$ cat src/rtl/level_sequencer.sv
// level_sequencer
//   Game-flow controller for the falling-obstacle datapath. On frame ticks it
//   releases the ten blocks and three rectangles in level order, tracks each
//   object's lifetime through its end-of-fall flag, walks the game through
//   level one and level two, and counts elapsed game seconds.
//
// Ports
//   Clk          system clock
//   Reset        asynchronous active-low reset, clears all state
//   Run          one-cycle start/restart request (synchronous, wins over frame_tick)
//   frame_tick   one-cycle pulse per video frame
//   end_level    per-object finished-falling flags: [9:0] blocks, [12:10] rects
//   block_ready  per-block release/active flags
//   rect_ready   per-rectangle release/active flags
//   level_one    high in level one (run or drain)
//   level_two    high in level two (run or drain)
//   game_done    high after level two completes, until the next Run
//   seconds      elapsed game seconds, saturating at 1023
module level_sequencer #(
    parameter int FRAMES_PER_SEC = 60,
    parameter int L1_SPACING     = 90,
    parameter int L2_SPACING     = 45
) (
    input  logic        Clk,
    input  logic        Reset,
    input  logic        Run,
    input  logic        frame_tick,
    input  logic [12:0] end_level,
    output logic [9:0]  block_ready,
    output logic [2:0]  rect_ready,
    output logic        level_one,
    output logic        level_two,
    output logic        game_done,
    output logic [9:0]  seconds
);

    localparam int SP_MAX = (L1_SPACING > L2_SPACING) ? L1_SPACING : L2_SPACING;
    localparam int SPW    = $clog2(SP_MAX + 1);
    localparam int FW     = $clog2(FRAMES_PER_SEC + 1);

    localparam logic [SPW-1:0] L1_LAST    = SPW'(L1_SPACING - 1);
    localparam logic [SPW-1:0] L2_LAST    = SPW'(L2_SPACING - 1);
    localparam logic [FW-1:0]  FRAME_LAST = FW'(FRAMES_PER_SEC - 1);
    localparam logic [9:0]     SEC_MAX    = 10'd1023;

    typedef enum logic [2:0] {
        S_IDLE     = 3'd0,
        S_L1_RUN   = 3'd1,
        S_L1_DRAIN = 3'd2,
        S_L2_RUN   = 3'd3,
        S_L2_DRAIN = 3'd4,
        S_DONE     = 3'd5
    } state_t;

    state_t           state_r;
    logic [12:0]      ready_r;
    logic [3:0]       slot_r;
    logic [SPW-1:0]   spc_r;
    logic [FW-1:0]    frame_r;
    logic [9:0]       seconds_r;
    logic             level_one_r;
    logic             level_two_r;
    logic             game_done_r;

    logic             in_l1_run_s;
    logic             in_run_s;
    logic             in_game_s;
    logic [3:0]       target_s;
    logic [SPW-1:0]   spacing_last_s;
    logic             last_slot_s;
    logic             release_s;
    logic [12:0]      release_mask_s;

    // Level-two release order: slot index -> object index (rects are 10..12).
    function automatic logic [3:0] l2_target(input logic [3:0] slot);
        logic [3:0] obj;
        case (slot)
            4'd0:    obj = 4'd0;
            4'd1:    obj = 4'd1;
            4'd2:    obj = 4'd2;
            4'd3:    obj = 4'd10;
            4'd4:    obj = 4'd3;
            4'd5:    obj = 4'd4;
            4'd6:    obj = 4'd5;
            4'd7:    obj = 4'd11;
            4'd8:    obj = 4'd6;
            4'd9:    obj = 4'd7;
            4'd10:   obj = 4'd8;
            4'd11:   obj = 4'd12;
            default: obj = 4'd9;
        endcase
        return obj;
    endfunction

    // Release qualification: which object is next and whether it may go this tick.
    always_comb begin
        in_l1_run_s = (state_r == S_L1_RUN);
        in_run_s    = (state_r == S_L1_RUN) || (state_r == S_L2_RUN);
        in_game_s   = in_run_s || (state_r == S_L1_DRAIN) || (state_r == S_L2_DRAIN);
        if (in_l1_run_s) begin
            target_s       = slot_r;
            spacing_last_s = L1_LAST;
            last_slot_s    = (slot_r == 4'd9);
        end else begin
            target_s       = l2_target(slot_r);
            spacing_last_s = L2_LAST;
            last_slot_s    = (slot_r == 4'd12);
        end
        // A still-active target stalls the release; the counter holds at its last value.
        release_s = frame_tick && in_run_s && (spc_r == spacing_last_s) && !ready_r[target_s];
        if (release_s) begin
            release_mask_s = 13'd1 << target_s;
        end else begin
            release_mask_s = 13'd0;
        end
    end

    // Game FSM, release scheduler, ready tracking and seconds counter.
    always_ff @(posedge Clk or negedge Reset) begin
        if (!Reset) begin
            state_r     <= S_IDLE;
            ready_r     <= 13'd0;
            slot_r      <= 4'd0;
            spc_r       <= {SPW{1'b0}};
            frame_r     <= {FW{1'b0}};
            seconds_r   <= 10'd0;
            level_one_r <= 1'b0;
            level_two_r <= 1'b0;
            game_done_r <= 1'b0;
        end else if (Run) begin
            // Restart from any state; a coincident frame_tick is dropped.
            state_r     <= S_L1_RUN;
            ready_r     <= 13'd0;
            slot_r      <= 4'd0;
            spc_r       <= L1_LAST;
            frame_r     <= {FW{1'b0}};
            seconds_r   <= 10'd0;
            level_one_r <= 1'b1;
            level_two_r <= 1'b0;
            game_done_r <= 1'b0;
        end else begin
            // Release only targets a zero bit, so set and clear never collide.
            ready_r <= (ready_r & ~end_level) | release_mask_s;

            if (in_game_s && frame_tick) begin
                if (frame_r == FRAME_LAST) begin
                    frame_r <= {FW{1'b0}};
                    if (seconds_r != SEC_MAX) begin
                        seconds_r <= seconds_r + 10'd1;
                    end
                end else begin
                    frame_r <= frame_r + FW'(1'b1);
                end
            end

            case (state_r)
                S_L1_RUN, S_L2_RUN: begin
                    if (frame_tick) begin
                        if (spc_r != spacing_last_s) begin
                            spc_r <= spc_r + SPW'(1'b1);
                        end else if (release_s) begin
                            spc_r  <= {SPW{1'b0}};
                            slot_r <= slot_r + 4'd1;
                            if (last_slot_s) begin
                                if (in_l1_run_s) begin
                                    state_r <= S_L1_DRAIN;
                                end else begin
                                    state_r <= S_L2_DRAIN;
                                end
                            end
                        end
                    end
                end
                S_L1_DRAIN: begin
                    // Registered ready bits: leaves the cycle after the last bit clears.
                    if (ready_r == 13'd0) begin
                        state_r     <= S_L2_RUN;
                        slot_r      <= 4'd0;
                        spc_r       <= L2_LAST;
                        level_one_r <= 1'b0;
                        level_two_r <= 1'b1;
                    end
                end
                S_L2_DRAIN: begin
                    if (ready_r == 13'd0) begin
                        state_r     <= S_DONE;
                        level_two_r <= 1'b0;
                        game_done_r <= 1'b1;
                    end
                end
                S_IDLE, S_DONE: begin
                    state_r <= state_r;
                end
                default: begin
                    state_r     <= S_IDLE;
                    level_one_r <= 1'b0;
                    level_two_r <= 1'b0;
                    game_done_r <= 1'b0;
                end
            endcase
        end
    end

    assign block_ready = ready_r[9:0];
    assign rect_ready  = ready_r[12:10];
    assign level_one   = level_one_r;
    assign level_two   = level_two_r;
    assign game_done   = game_done_r;
    assign seconds     = seconds_r;

endmodule

$ cat config.mk
export PLATFORM = sky130hd
export DESIGN_NAME = level_sequencer
export DESIGN_NICKNAME = d
export VERILOG_FILES = /design/src/rtl/level_sequencer.sv
export SDC_FILE = /design/constraint.sdc
export NUM_CORES = 1
export LEC_CHECK = 0
export CAP_MARGIN = 20
export CORE_UTILIZATION = 59
export DETAILED_ROUTE_END_ITERATION = 10
export MAX_ROUTING_LAYER = met4
export PLACE_DENSITY_LB_ADDON = 0.25
export RECOVER_POWER = 50
export SKIP_CTS_REPAIR_TIMING = 1
export SLEW_MARGIN = 20
export SYNTH_ARGS = -nofsm -noshare
export SYNTH_HDL_FRONTEND = slang
export SYNTH_SLANG_ARGS = --single-unit
$ cat constraint.sdc
create_clock -name Clk -period 4.1 [get_ports Clk]
set_input_delay 0.82 -clock Clk [delete_from_list [all_inputs] [get_ports Clk]]
set_output_delay 0.82 -clock Clk [all_outputs]
set_load 0.02 [all_outputs]
## After elaboration in Yosys (flattened, before gate mapping)

Memory sizes are Yosys's and may differ from the RTL's.
Cells that the tools add are included.

- ROM bits: 64
- Bits of input ports: 17
- Bits in latches: 0
- Register bits: 46
- Output and inout bits: 26
- Logic and storage cells: 110
- Memory bits (writable): 0
- Memories: 1

- $mul: 0
- Shift operators: 1
- Bitwise gates (word level): 3
- Add/sub/neg operators: 4
- Eq/ne operators: 22
- Multiplexer cells: 43
- Divide/modulo/power cells: 0
- Magnitude comparators: 1
- Reduce and logical (&&, ||, !) cells: 26

Memory list:

| name | depth | bits a word | rd ports | clocked after Yosys merged registers in | wr ports | RTL line | RTL |
|---|---|---|---|---|---|---|---|
| (name not given) | 16 | 4 | 1 | 0 | 0 | 77 | `case (slot)` |

Operator list:

| cell | number |
|---|---|
| 7-bit two-way mux | 6 |
| 10-bit two-way mux | 4 |
| 13-bit two-way mux | 2 |
| 3-bit two-way mux | 8 |
| 4-bit two-way mux | 6 |
| 6-bit two-way mux | 3 |
| 7-bit one-hot mux with 2 select lines | 1 |
| 13-bit AND | 1 |
| 13-bit logical NOT | 1 |
| 13-bit inverter | 1 |
| 13-bit bitwise OR | 1 |
| 1-bit by 4-bit << shifter with 13-bit output (first input constant) | 1 |
| 3-bit != test (second input constant) | 4 |
| 3-bit one-hot mux with 4 select lines | 1 |
| 10-bit by 1-bit adder with 10-bit output (second input constant) | 1 |
| 10-bit != test (second input constant) | 1 |
| 5-bit OR reduction | 2 |
| 4-bit == test (second input constant) | 2 |
| 4-bit one-hot mux with 2 select lines | 1 |
| 7-bit by 1-bit adder with 7-bit output (second input constant) | 1 |
| 7-bit == test | 1 |
| 1-bit two-way mux | 7 |
| 7-bit != test | 1 |
| 7-bit AND reduction | 1 |
| other kinds (26) | 42 |

## Longest topological paths before layout

Gate-level depths: netlist of the first run.

- Depth in word-level cells: 11
- Depth in mapped cells: 12
- Depth with buffers taken out: 10

## Worst setup path after synthesis of the first run

No wires, ideal clock.

- Path type: flip-flop to flip-flop
- From: register slot_r[1]
- To: register slot_r[0]
- Period minus slack after synthesis: 2.772 ns
- Arrival: 2.647 ns
- Required time: 3.975 ns
- Stages on the path, launching flop included: 11
- Buffers on the path: 1
- Setup slack: 1.328 ns
- Setup time: 0.125 ns
- Cell sequence: dfrtp_1 inv_1 ha_1 or3b_2 a31o_1 buf_2 mux2_2 a32oi_1 a31oi_1 nand2b_4 mux2_4

- Cells in the longest elaborated chain, start to end: 8

Ends and longest elaborated chain:

| what | RTL line | RTL |
|---|---|---|
| from (decl) | 57 | `logic [3:0] slot_r;` |
| from (signal assigned) | 163 | `slot_r <= slot_r + 4'd1;` |
| memory 16 x 4 bit | -- |  |
| 4-bit two-way mux (*) | 100 | `if (in_l1_run_s) begin` |
| 1-bit binary-select mux with 4-bit select (*) | 110 | `release_s = frame_tick && in_run_s && (spc_r == spacing_last_s) && !ready_r[target_s];` |
| 1-bit two-way mux (implied by the code) (*) | 110 |  |
| 1-bit logical NOT (*) | 110 |  |
| 1-bit logical AND (*) | 110 |  |
| 3-bit != test (no source line) (*) | -- |  |
| 5-bit AND reduction (no source line) (*) | -- |  |

Mark *: on every way between the ends. The rest lies on a longest branch, timed or not. The select of a mux whose other input is x is not followed.
A chain may end at the register's enable or synchronous reset.

## Worst setup path in the final report of the first run

- From: register state_r[2]
- To: register spc_r[5]

- Cells in the longest elaborated chain, start to end: 8
- Elaborated cells between the ends (all ways): 24
- Those cells by class: eq/ne: 8; mux: 8; reduce/logical: 8

Ends and longest elaborated chain:

| what | RTL line | RTL |
|---|---|---|
| from (decl) | 55 | `state_t state_r;` |
| from (signal assigned) | 192 | `state_r <= state_r;` |
| 3-bit by 1-bit == test with 1-bit output | 97, 98, 156 |  |
| 4-bit two-way mux | 100 |  |
| 1-bit binary-select mux with 4-bit select | 110 |  |
| 1-bit two-way mux (implied by the code) | 110 |  |
| 1-bit logical NOT | 110 |  |
| 1-bit logical AND | 110 |  |
| 4-bit != test (no source line) | -- |  |
| 4-bit AND reduction (no source line) | -- |  |
| to (signal assigned) | 124 | `spc_r <= {SPW{1'b0}};` |
| to (signal assigned) | 160 | `spc_r <= spc_r + SPW'(1'b1);` |
| to (signal assigned) | 162 | `spc_r <= {SPW{1'b0}};` |
| to (decl) | 58 | `logic [SPW-1:0] spc_r;` |

Parallel ways exist; a longest one is shown, timed or not. The select of a mux whose other input is x is not followed.

==> results of run 1 <==
[stage by stage]
step | hold WS (ns) | utilization [%] | std cells | setup WS (ns) | total power [mW]
CTS | 0.504 | 74.0 | 454 | 0.764 | 1.47
finish | 0.497 | 74.0 | 454 | 0.723 | 1.47
detailed placement | 0.470 | 71.7 | 446 | 0.780 | 1.13
floorplan | 0.486 | - | 353 | 1.33 | 1.00
global placement | 0.474 | 71.7 | 446 | 0.877 | 1.12
global route | 0.527 | 74.0 | 454 | 0.517 | 1.56
[worst max-delay path: stages (launching register included)]
cell and delay, ns:
dfrtp_1 0.60, or3b_1 0.59, a21oi_1 0.26, or2_1 0.35, mux4_2 0.57, o221ai_2 0.19
and2_1 0.33, nand2_1 0.15, a31o_1 0.24
[worst paths after layout]
path                       startpoint           to  slack, ns  cells past startpoint
max                        state_r[2]     spc_r[5]       0.72                      8
min                         level_one    level_one       0.50                      1
max reg2reg                state_r[2]     spc_r[5]       0.72                      8
min reg2reg                 level_one    level_one       0.50                      1
max in group asynchronous       Reset  ready_r[11]       1.42                      1
min in group asynchronous       Reset    slot_r[2]       1.28                      1
[cell families (layout without fill, tap and decap cells)]
| group | Yosys count | count (layout) | share of synthesized area [%] |
|---|---|---|---|
| buffers and inverters | 30 | 64 | 4.42 |
| xor gates and xnor gates | 6 | 6 | 1.72 |
| adders and majority gates | 9 | 9 | 3.68 |
| and+or+nand+nor | 163 | 163 | 28.2 |
| DFF | 46 | 46 | 37.7 |
| muxes | 12 | 12 | 5.81 |
| AOI/OAI and AO/OA | 87 | 87 | 18.5 |
[final cells by class]
cell class | count | area (um^2) | share of cell area, %
clock buffers | 6 | 72.6 | 2.02
flip-flops and latches | 46 | 1150 | 32.1
repair buffers | 43 | 422 | 11.8
inverters | 13 | 48.8 | 1.36
well taps | 67 | 83.8 | 2.34
clock inverters | 2 | 37.5 | 1.05
multi-input cells | 277 | 1770 | 49.4
[per-layer routing]
| layer | part of all wire [%] | wire [um] |
|---|---|---|
| met3 | 6.4 | 458 |
| met1 | 46 | 3320 |
| met4 | 1.5 | 108 |
| met5 | 0 | 0 |
| met2 | 46 | 3270 |
[flip-flops by register name, indices dropped and copies added, names as in the netlist]
signal / flops
ready_r: 13
spc_r: 7
level_one: 1
level_two: 1
frame_r: 6
seconds: 10
game_done: 1
state_r: 3
slot_r: 4
[cell usage in the layout (no fill, tap or decap), types with 3 or more instances in the layout]
cell type	n
or2_2	4
nor3_1	10
mux2_4	3
clkdlybuf4s50_1	36
a21oi_1	23
o21ai_1	3
clkbuf_8	5
a31oi_1	6
dlygate4sd3_1	5
nor2_1	48
nand3_1	25
nor3b_1	3
dfrtp_1	46
inv_1	12
a31o_1	5
nand4_1	6
o21ai_0	24
mux4_2	3
or3_1	5
mux2_2	4
and3_1	3
nand2_1	25
nand3b_1	4
xnor2_1	3
xor2_1	3
nand2b_1	5
ha_1	9
o22ai_1	3
nor2b_1	8
[where the power goes]
part | internal (mW) | total [mW] | switching, mW
sequential | 0.497 | 0.581 | 0.0839
clock | 0.182 | 0.340 | 0.158
combinational | 0.230 | 0.552 | 0.322
total | 0.910 | 1.47 | 0.563
==> impl_metrics.csv, run 1 <==
group,metric,value,unit
status,status,"complete, but fails checks",
status,violations,"capacitance limit, slew limit",
sta,finClkSkew,0.00679,ns
yosys,synth_common_cells,"nor2_1 (48), dfrtp_1 (46), nand2_1 (25), nand3_1 (25), o21ai_0 (24)",
floorplan,core_area,0.00485,mm^2
yosys,syn_nets,379,
global_route,grt_start_max_net_pins,47,
min_path,hold_path_class,"reg2reg",
sta,setup_viol,0,
routing,routed_wl,7160,um
worst_setup_path,worstSetupEndpointType,"flop",
global_route,gr-usage-met2,42.2,%
global_route,grt_overflow_total,0,
floorplan,io_pins,43,
worst_setup_path,path_class,"reg2reg",
floorplan,start_util,63.0,%
yosys,yosysTopAreaCell,"dfrtp_1",
power_and_ir_drop,power_density,411,mW/mm^2
placement,place_area,0.00348,mm^2
worst_setup_path,worst-endpoint-required,4.29,ns
cts,cts_tree,"done",
cells_and_area,fin_nets,412,
floorplan,row_count,25,
routing,drtAntennaViolNets,0,
worst_setup_path,critPathLaunchType,"flop",
sta,fin_crit,3.38,ns
cells_and_area,area_growth,17.3,%
yosys,yosysWarnings,0,
yosys,seq_area_frac_synth,37.7,%
placement,dp_hpwl,5050,um
global_route,grt_pass1_wl,11700,um
cells_and_area,n_antenna_cell,0,
global_route,gr-usage-met1,41.2,%
yosys,netlist_area,0.00306,mm^2
routing,routedWlPerCell,15.8,um
power_and_ir_drop,leakage,1.47,nW
sta,rsz0062_at_grt,"no",
yosys,synth-edff-count,0,
yosys,synth.most_common_cell,"nor2_1",
cts,clk_latency,0.30,ns
placement,port_buffers,42,
worst_setup_path,worstPathMaxFanout,19,
global_route,antenna_found_initial,0,
yosys,async_flop_share,100,%
sta,tightest_slew,2.48,ns
cts,numCtsBuffers,5,
power_and_ir_drop,max-vdd-ir-drop,0.000242,V
routing,num_vias,2771,
routing,drt_iter0_drc,258,
routing,drt-pass1-iter-count,5,
sta,hold_viol,0,
global_route,globalRouteTotalUtil,29.0,%
yosys,syn_avg_cell_area,8.66,um^2
yosys,synthCells,353,
job,maxCapViolations,1,
floorplan,die_h,74.0,um
yosys,synthTopCellsByArea,"dfrtp_1 (38%), nor2_1 (5.9%), nand3_1 (4.1%), o21ai_0 (3.9%), a21oi_1 (3.8%)",
cells_and_area,finalInstanceArea,0.00359,mm^2
routing,vias_per_cell,6.10,
yosys,synth_cell_type_count,61,
global_route,grt_use_met3,4.61,%
sta,tns,0,ns
yosys,synth_top_cell_area_share,37.7,%
sta,fmax,296,MHz
global_route,grt_pass1_vias,2486,
sta,relSlewSlack,-65.1,%
worst_setup_path,cp.arrival,3.57,ns
yosys,synth_flop_cell,"dfrtp_1",
routing,drcViolationCount,0,
cells_and_area,drive_above_1_share,8.53,%
cts,htree_num_levels,2,
cells_and_area,num-fill-cells,357,
cts,cts_max_path_buffers,2,
cts,cts.clk_slew.worst_paths,0.09,ns
floorplan,die_area,0.00547,mm^2
sta,fin_crit_sh,82.4,%
sta,drv_slew,47,
yosys,ys_ff_latch,46,
floorplan,die_w,74.0,um
global_route,grt-busiest-layer,"met2",
cts,cts.sinks,46,
placement,gp_congestion,0.897,
cts,clockRootBuffer,"clkbuf_8",
No activity file was read; power rests on OpenSTA's default activity.
==> inputs of run 2 (changes only) <==
--- a/config.mk
+++ b/config.mk
@@ -6,7 +6,7 @@
 export NUM_CORES = 1
 export LEC_CHECK = 0
 export CAP_MARGIN = 20
-export CORE_UTILIZATION = 59
+export CORE_UTILIZATION = 55
 export DETAILED_ROUTE_END_ITERATION = 10
 export MAX_ROUTING_LAYER = met4
 export PLACE_DENSITY_LB_ADDON = 0.25
==> constraint.sdc (replaced) <==
create_clock -name Clk -period 3.51 [get_ports Clk]
set_input_delay 0.702 -clock Clk [delete_from_list [all_inputs] [get_ports Clk]]
set_output_delay 0.702 -clock Clk [all_outputs]
set_load 0.02 [all_outputs]
==> run 2 against run 1 <==
  * Sequential cell count did not move
  * Fmax up 8.0%
  * Setup slack worse by 0.34 ns
  * The flow still finishes with violations (capacitance limit, slew limit)
  * Worst hold slack improved by 0.0074 ns
  * Register-to-register slack worse by 0.34 ns
  * Critical path type unchanged
  * Non-clock buffer count grew 4
  * Sequential share of layout area down 0.26 points
  * First-iteration DRC count shrank 22%
  * Die area is 7.1% higher
==> impl_metrics.csv, run 2 (synthesized netlist as in run 1, its figures left out) <==
group,metric,value,unit
status,violations,"capacitance limit, slew limit",
sta,tns,0,ns
cts,cts_tree,"done",
sta,tightest_slew,2.49,ns
routing,drt-pass1-iter-count,4,
cts,htree_num_levels,2,
floorplan,die_area,0.00586,mm^2
routing,drcViolationCount,0,
power_and_ir_drop,leakage,1.49,nW
routing,drtAntennaViolNets,0,
cts,numCtsBuffers,5,
cells_and_area,num-fill-cells,416,
routing,vias_per_cell,6.07,
cells_and_area,largest_reg_flops,13,
worst_setup_path,path_delay_family,"simple AND/OR/NAND/NOR gates",
placement,placed_cells,453,
cts,cts.clk_slew.worst_paths,0.10,ns
routing,num_vias,2796,
sta,hold_viol,0,
global_route,antenna_found_initial,0,
sta,fin_ws,0.382,ns
power_and_ir_drop,power_density,481,mW/mm^2
routing,drt_iter0_drc,201,
worst_setup_path,worst-endpoint-required,3.70,ns
worst_setup_path,cp_num_buf_inv,1,
cells_and_area,instances_no_fill,461,
placement,gp_congestion,0.950,
worst_setup_path,critPathLaunchType,"flop",
cells_and_area,drive_above_1_share,9.21,%
worst_setup_path,cp.arrival,3.32,ns
power_and_ir_drop,max-vdd-ir-drop,0.000263,V
cells_and_area,final_cell_mix,"nor2_1 (48), dfrtp_1 (46), clkdlybuf4s50_1 (36)",
sta,rsz0062_at_grt,"no",
cells_and_area,top_register,"ready_r",
cells_and_area,n_antenna_cell,0,
floorplan,start_util,58.4,%
floorplan,row_count,26,
worst_setup_path,worstSetupEndpointType,"flop",
worst_setup_path,path_class,"reg2reg",
cells_and_area,area_growth,18.3,%
cts,cts.sinks,46,
global_route,grt_pass1_wl,12400,um
floorplan,io_pins,43,
routing,routed_wl,7240,um
sta,drv_slew,47,
min_path,hold_path_class,"reg2reg",
worst_setup_path,cp_slowest_cell,"dfrtp_1",
sta,finClkSkew,0.0111,ns
cells_and_area,layout_commonest_cell,"nor2_1",
worst_setup_path,worstPathMaxFanout,8,
status,status,"complete, but fails checks",
job,maxCapViolations,1,
sta,fmax,320,MHz
cts,clockRootBuffer,"clkbuf_8",
floorplan,core_area,0.00524,mm^2
sta,relSlewSlack,-65.7,%
global_route,globalRouteTotalUtil,27.0,%
sta,setup_viol,0,
cts,cts_max_path_buffers,2,
global_route,grt_start_max_net_pins,47,
worst_setup_path,cpMostUsedCell,"a31o_1",
sta,fin_crit,3.13,ns
power_and_ir_drop,total_power,1.74,mW
cells_and_area,multi_input_area,0.00177,mm^2
global_route,grt_overflow_total,0,
placement,port_buffers,42,
global_route,grt_pass1_vias,2565,
sta,fin_crit_sh,89.1,%
worst_setup_path,r2r_slack,0.38,ns
floorplan,die_w,76.6,um
placement,place_ws,0.466,ns
worst_setup_path,crit_path_cell_trace,"inv_1, ha_1, or3b_2, a31o_1, mux2_2, a32oi_1, and2_1, nand2_1, a31o_1",
cells_and_area,finalInstanceArea,0.00361,mm^2
cells_and_area,fin_nets,416,
cells_and_area,seqCellArea,0.00115,mm^2
floorplan,die_h,76.6,um
cts,clk_latency,0.31,ns
worst_setup_path,max_stage_delay,0.47,ns
placement,place_area,0.00351,mm^2
placement,dp_hpwl,5220,um
routing,routedWlPerCell,15.7,um
[run 2: cell types whose count changed in the layout (fill, tap and decap cells not counted)]
cell        before  now
buf_4            1    3
clkinv_2         0    1
clkbuf_1         2    3
clkinvlp_4       1    0
inv_6            0    1
[run 2: layer usage]
| metal | vias to the layer above | GRT usage [%] | share of wire (%) |
|---|---|---|---|
| met4 | 0 | 8.08 | 1.2 |
| met1 | 1334 | 37.3 | 46 |
| met2 | 102 | 40.8 | 46 |
| met5 | - | - | 0 |
| li1 | 1350 | - | - |
| met3 | 10 | 4.55 | 6.1 |
[run 2: cell type report]
type | count | share of cell area (%)
clock buffer | 5 | 1.90
clock inverter | 3 | 1.21
tap | 70 | 2.42
multi-input combinational | 277 | 49.0
timing repair buffer | 47 | 12.3
sequential | 46 | 31.8
inverter | 13 | 1.35
[run 2: worst paths after layout]
kind	to	cells after the start	startpoint
max reg2reg	spc_r[3]	9	slot_r[1]
max in group asynchronous	ready_r[3]	1	Reset
min	level_one	1	level_one
min in group asynchronous	slot_r[1]	1	Reset
max	spc_r[3]	9	slot_r[1]
min reg2reg	level_one	1	level_one
[run 2: per-stage QoR]
step	hold WS (ns)	util, %
4_1_cts	0.514	69.2
2_1_floorplan	0.406	-
3_3_place_gp	0.480	67.0
3_5_place_dp	0.483	67.0
5_1_grt	0.550	69.0
6_report	0.505	69.0
[run 2: where the power goes]
| group | switching [mW] | leakage (nW) | internal (mW) | total (mW) |
|---|---|---|---|---|
| clock network | 0.192 | 0.0585 | 0.214 | 0.406 |
| registers | 0.0954 | 0.609 | 0.581 | 0.677 |
| logic | 0.383 | 0.824 | 0.274 | 0.657 |
| total | 0.671 | 1.49 | 1.07 | 1.74 |
